**config.mk**
```make
export PLATFORM = sky130hd
export DESIGN_NAME = spi_ram_slave_p_flat
export DESIGN_NICKNAME = d
export VERILOG_FILES = /design/src/rtl/spi_ram_slave_p_if.sv /design/src/rtl/spi_ram_slave_p.sv /design/src/flat_wrapper.sv
export SDC_FILE = /design/constraint.sdc
export NUM_CORES = 2
export LEC_CHECK = 0
export ABC_AREA = 1
export CORE_MARGIN = 2
export CORE_UTILIZATION = 35
export CTS_BUF_LIST = sky130_fd_sc_hd__clkbuf_2 sky130_fd_sc_hd__clkbuf_4 sky130_fd_sc_hd__clkbuf_8
export DETAILED_ROUTE_END_ITERATION = 8
export PLACE_DENSITY_LB_ADDON = 0.1
export SLEW_MARGIN = 5
export SYNTH_ARGS = -nofsm -noshare
export SYNTH_HDL_FRONTEND = slang
export SYNTH_SLANG_ARGS = --single-unit
```
**constraint.sdc**
```tcl
create_clock -name clk -period 5.3 [get_ports clk]
set_input_delay 0.53 -clock clk [delete_from_list [all_inputs] [get_ports clk]]
set_output_delay 0.53 -clock clk [all_outputs]
set_load 0.005 [all_outputs]
```
**src/rtl/spi_ram_slave_p_if.sv**
```systemverilog
// spi_ram_slave_p_if: chip-level SPI pins plus the command-done strobe
interface spi_ram_slave_p_if;
  logic SS_n;
  logic MOSI;
  logic MISO;
  logic cmd_done;
  modport master (output SS_n, MOSI, input MISO, cmd_done);
  modport slave (input SS_n, MOSI, output MISO, cmd_done);
endinterface

```
**src/rtl/spi_ram_slave_p.sv**
```systemverilog
// spi_ram_slave_p: SPI frame decoder driving a single-port RAM with optional burst auto-increment
module spi_ram_slave_p #(
  parameter int ADDR_W = 8,
  parameter int DATA_W = 8,
  parameter bit AUTO_INC = 1'b1
) (
  input logic clk,
  input logic rst,
  spi_ram_slave_p_if.slave bus
);
  localparam int FW = DATA_W + 2;
  localparam int CW = $clog2(FW + 1);
  localparam logic [CW-1:0] RX_LAST = CW'(FW - 1);
  localparam logic [CW-1:0] TX_LAST = CW'(DATA_W - 1);
  localparam logic [ADDR_W-1:0] STEP = ADDR_W'(AUTO_INC);
  typedef enum logic [2:0] {IDLE, RX, EXEC, TX, WAIT} state_t;
  state_t state, state_n;
  logic [FW-1:0] rx_sh, rx_n;
  logic [DATA_W-1:0] tx_sh, tx_n, payload, rd_data;
  logic [CW-1:0] cnt, cnt_n;
  logic [ADDR_W-1:0] wr_ptr, wr_ptr_n, rd_ptr, rd_ptr_n;
  logic [1:0] op;
  logic miso, miso_n, done, done_n, we;
  logic [DATA_W-1:0] mem [2**ADDR_W];
  assign op = rx_sh[FW-1 -: 2];
  assign payload = rx_sh[DATA_W-1:0];
  assign rd_data = mem[rd_ptr];
  assign bus.MISO = miso;
  assign bus.cmd_done = done;
  always_comb begin
    state_n = state;
    rx_n = rx_sh;
    tx_n = tx_sh;
    cnt_n = cnt;
    wr_ptr_n = wr_ptr;
    rd_ptr_n = rd_ptr;
    miso_n = 1'b0;
    done_n = 1'b0;
    we = 1'b0;
    case (state)
      IDLE: if (!bus.SS_n) begin
        state_n = RX;
        rx_n = {rx_sh[FW-2:0], bus.MOSI};
        cnt_n = CW'(1);
      end
      RX: if (bus.SS_n) state_n = IDLE;
      else begin
        rx_n = {rx_sh[FW-2:0], bus.MOSI};
        cnt_n = cnt + 1'b1;
        state_n = cnt == RX_LAST ? EXEC : RX;
      end
      EXEC: if (bus.SS_n) state_n = IDLE;
      else begin
        done_n = 1'b1;
        cnt_n = '0;
        state_n = op == 2'b11 ? TX : WAIT;
        case (op)
          2'b00: wr_ptr_n = payload[ADDR_W-1:0];
          2'b01: begin
            we = 1'b1;
            wr_ptr_n = wr_ptr + STEP;
          end
          2'b10: rd_ptr_n = payload[ADDR_W-1:0];
          default: begin
            tx_n = rd_data;
            miso_n = rd_data[DATA_W-1];
            rd_ptr_n = rd_ptr + STEP;
          end
        endcase
      end
      TX: if (bus.SS_n) state_n = IDLE;
      else if (cnt == TX_LAST) state_n = WAIT;
      else begin
        tx_n = tx_sh << 1;
        miso_n = tx_n[DATA_W-1];
        cnt_n = cnt + 1'b1;
      end
      WAIT: state_n = bus.SS_n ? IDLE : WAIT;
      default: state_n = IDLE;
    endcase
  end
  always_ff @(posedge clk)
    if (rst) begin
      state <= IDLE;
      rx_sh <= '0;
      tx_sh <= '0;
      cnt <= '0;
      wr_ptr <= '0;
      rd_ptr <= '0;
      miso <= 1'b0;
      done <= 1'b0;
    end else begin
      state <= state_n;
      rx_sh <= rx_n;
      tx_sh <= tx_n;
      cnt <= cnt_n;
      wr_ptr <= wr_ptr_n;
      rd_ptr <= rd_ptr_n;
      miso <= miso_n;
      done <= done_n;
    end
  // RAM has no reset; a reset edge still suppresses a pending write
  always_ff @(posedge clk)
    if (we && !rst) mem[wr_ptr] <= payload;
endmodule

```
**src/flat_wrapper.sv**
```systemverilog
// flat-port wrapper written by rule: the top's interface ports become plain ports
module spi_ram_slave_p_flat 
#(
  parameter int ADDR_W = 8,
  parameter int DATA_W = 8,
  parameter bit AUTO_INC = 1'b1
)
  (clk, rst, bus_SS_n, bus_MOSI, bus_MISO, bus_cmd_done);
  spi_ram_slave_p_if bus_i ();
  input logic clk;
  input logic rst;
  input wire logic [$bits(bus_i.SS_n)-1:0] bus_SS_n;
  input wire logic [$bits(bus_i.MOSI)-1:0] bus_MOSI;
  output wire logic [$bits(bus_i.MISO)-1:0] bus_MISO;
  output wire logic [$bits(bus_i.cmd_done)-1:0] bus_cmd_done;
  assign bus_i.SS_n = bus_SS_n;
  assign bus_i.MOSI = bus_MOSI;
  assign bus_MISO = bus_i.MISO;
  assign bus_cmd_done = bus_i.cmd_done;
  spi_ram_slave_p #(.ADDR_W(ADDR_W), .DATA_W(DATA_W), .AUTO_INC(AUTO_INC)) u_core (.clk(clk), .rst(rst), .bus(bus_i));
endmodule
```
==> flow_metrics.py <==
metrics = {
    "detailed_routing": {
        "drc": 0,
        "vias_per_cell": 5.21,
        "drt-total-wl_um": 269000,
        "antenna_left": 0,
        "drt_iter0_drc": 5069,
        "vias": 56300,
        "wire_per_inst_um": 24.9,
        "dr.pass1.iters": 5,
    },
    "clocking": {
        "postCtsHoldBufs": 0,
        "worst_skew_pair.late_latency_ps": 1050,
        "cts_buffers": 376,
        "htreeDepth": 5,
        "cts_tree": "yes",
        "cts_buffer_depth": 4,
        "cts-root-buf": "clkbuf_8",
        "post-cts-setup-buffers": 0,
        "cts_num_sinks": 2098,
        "post_cts_resized": 0,
        "clk_pin_slew_ps": 60,
    },
    "yosys": {
        "syn_inst": 7220,
        "ys_seq_elements": 2098,
        "synth_top_area_cell": "edfxtp_1",
        "synth-warning-count": 0,
        "yosysTopAreaCellShare_pct": 72.1,
        "ys_seq_area_share_pct": 73.3,
        "synth_flop_cell": "edfxtp_1",
        "synthArstFlopShare_pct": 0,
        "syn_area_um2": 85300,
        "synth.most_common_cell": "nand2_1",
        "synth_cell_types": 39,
        "ys_top_cells_by_count": "nand2_1 (2081), edfxtp_1 (2048), nand3_1 (1974)",
        "synth_edf_count": 2048,
        "netlist_top_cells_area": "edfxtp_1 (72%), nand3_1 (12%), nand2_1 (9.2%)",
        "synth_fp_nets": 7231,
        "synth_area_per_cell_um2": 11.8,
    },
    "sta": {
        "slew_viol_final": 0,
        "slew-limit-headroom_pct": 12.1,
        "fmax_ghz": 0.277,
        "finalHoldViolCount": 0,
        "tightest_slew_ps": 1320,
        "finalCritPeriodShare_pct": 68.0,
        "whs_ps": 163,
        "fin_crit_ps": 3610,
        "rsz0062_at_grt": "false",
        "fin_worst_skew_ps": 67.4,
        "fin_setup_tns_ps": 0,
        "setup_violations": 0,
    },
    "power": {
        "p_leak_nw": 33.2,
        "powerDensity_nw_per_um2": 346,
        "max-vdd-ir-drop_v": 0.000226,
    },
    "setup_path": {
        "arrival_ps": 4590,
        "start_kind": "flop",
        "path_class": "reg -> reg",
        "path_max_fanout": 59,
        "critical_path_required_ps": 6280,
        "reg2reg_slack_ps": 1690,
        "crit_path_end_kind": "flop",
    },
    "worst_hold_path": {
        "hp-class": "in -> reg",
    },
    "floorplanning": {
        "initial_core_util_pct": 35.1,
        "core_um2": 243000,
        "boundaryPins": 6,
        "dieArea_um2": 248000,
        "row_count": 181,
        "dieWidth_um": 498,
        "die_h_um": 498,
    },
    "place": {
        "port_buffers": 5,
        "gp_congestion": 0.849,
        "place_hpwl_um": 152000,
    },
    "grt": {
        "grt_busiest_layer": "met2",
        "grt_pass1_vias": 56500,
        "grt_overflow": 0,
        "globalRouteMet2Util_pct": 35.0,
        "groute.layer.met1.usage_pct": 29.0,
        "gr-usage-met3_pct": 3.08,
        "grt_max_degree": 165,
        "grt.total_usage_pct": 21.2,
        "antenna_found_initial": 13,
        "grt_pass1_wl_um": 387000,
    },
    "finish": {
        "drive_gt1_share_pct": 11.1,
        "nets": 7344,
        "syn2layout_area_growth_pct": 12.7,
    },
    "flow_run": {
        "drv_cap": 0,
    },
    "outcome": {
        "outcome": "completed",
    },
}
==> final cells by class <==
cell class,instances,area [um2]
antenna,1,2.50
fill,23500,147000
inverter,51,225
clock buffer,513,6260
tap,3202,4010
clock inverter,147,767
sequential,2098,62500
timing repair buffer,229,2160
multi-input combinational,4577,20100
==> report_power, final <==
part | total (W) | switching, W | internal [W] | leakage, nW
clock | 0.0145 | 0.00662 | 0.00785 | 3.75
combinational | 0.000457 | 0.000411 | 0.0000463 | 10.3
sequential | 0.0183 | 0.0000776 | 0.0183 | 19.1
==> kinds of logic (layout without fill, tap and decap cells) <==
group | count (synthesis) | in the layout | synth area share [%]
other cells | 0 | 1 | 0
fa+ha+maj | 7 | 7 | 0.103
compound gates | 149 | 149 | 0.970
buf+inv | 545 | 940 | 3.20
xor+xnor | 3 | 3 | 0.0308
flops | 2098 | 2098 | 73.3
simple gates | 4418 | 4418 | 22.4
==> per-layer routing <==
metal,vias up,part of all wire [%]
met3,450,5.5
met5,-,0
met1,28100,44
li1,26000,-
met2,1837,48
met4,0,2.8
==> worst paths after layout <==
check                        end       startpoint  cells after the start
max reg2reg      u_core.tx_sh[0]             flop                     14
min reg2reg      u_core.tx_sh[5]  u_core.tx_sh[5]                      2
max              u_core.tx_sh[0]             flop                     14
min          u_core.bus.cmd_done              rst                      2
==> worst max-delay path: stages (launching register included) <==
cell     delay [ps]
dfxtp_4         690
buf_4           580
buf_4           610
nand2_1         110
nand3_1         120
nand3_1          90
nand3_1         140
nand3_1         220
nand3_1         300
nand3_1         190
nand2_1         120
nand2_1          50
nand2_1          60
nand2_1          50
a21oi_1         130
==> flip-flops by register name, summed over array words and instances, names as in the netlist, named ones only <==
name and flops:
u_core.bus.MISO 1, u_core.mem 2048, u_core.tx_sh 7, u_core.bus.cmd_done 1, u_core.wr_ptr 8, u_core.state 3, u_core.cnt 4, u_core.rx_sh 10
u_core.rd_ptr 8
==> metrics by stage <==
stage | cells | utilization, % | power (W) | setup slack, ps | area [um2]
after global routing | 10800 | 39.6 | 0.0344 | 1440 | 96100
after CTS | 10800 | 39.6 | 0.0337 | 1660 | 96100
after global placement | 10200 | 36.7 | 0.0192 | 1120 | 89100
final | 10800 | 39.6 | 0.0333 | 1690 | 96100
after detailed placement | 10200 | 36.7 | 0.0192 | 1160 | 89100
after floorplan | 7220 | - | 0.0189 | 889 | 85300
==> placed cells by master (no fill, tap or decap), types with 2 or more instances in the layout <==
master,n
nor2_1,345
clkbuf_8,385
nor4_2,3
inv_1,41
bufinv_16,5
nor2_2,4
o22ai_1,24
a21oi_1,29
inv_8,2
buf_12,34
nand2_1,2073
nand2_2,7
xor2_1,2
dfxtp_1,37
buf_4,190
nand3_1,1967
o21ai_0,74
nand3_2,7
clkinvlp_4,4
o221ai_1,2
o21ai_1,3
a221oi_1,3
dfxtp_4,13
a31oi_1,5
edfxtp_1,2048
ha_1,7
inv_6,3
clkinv_2,43
nor3_1,5
nand2_4,2
a211oi_1,3
nor3_4,2
clkinv_1,93
inv_2,5
clkbuf_4,128
clkdlybuf4s50_1,5
Note: power is estimated with default switching activity, not from simulation.
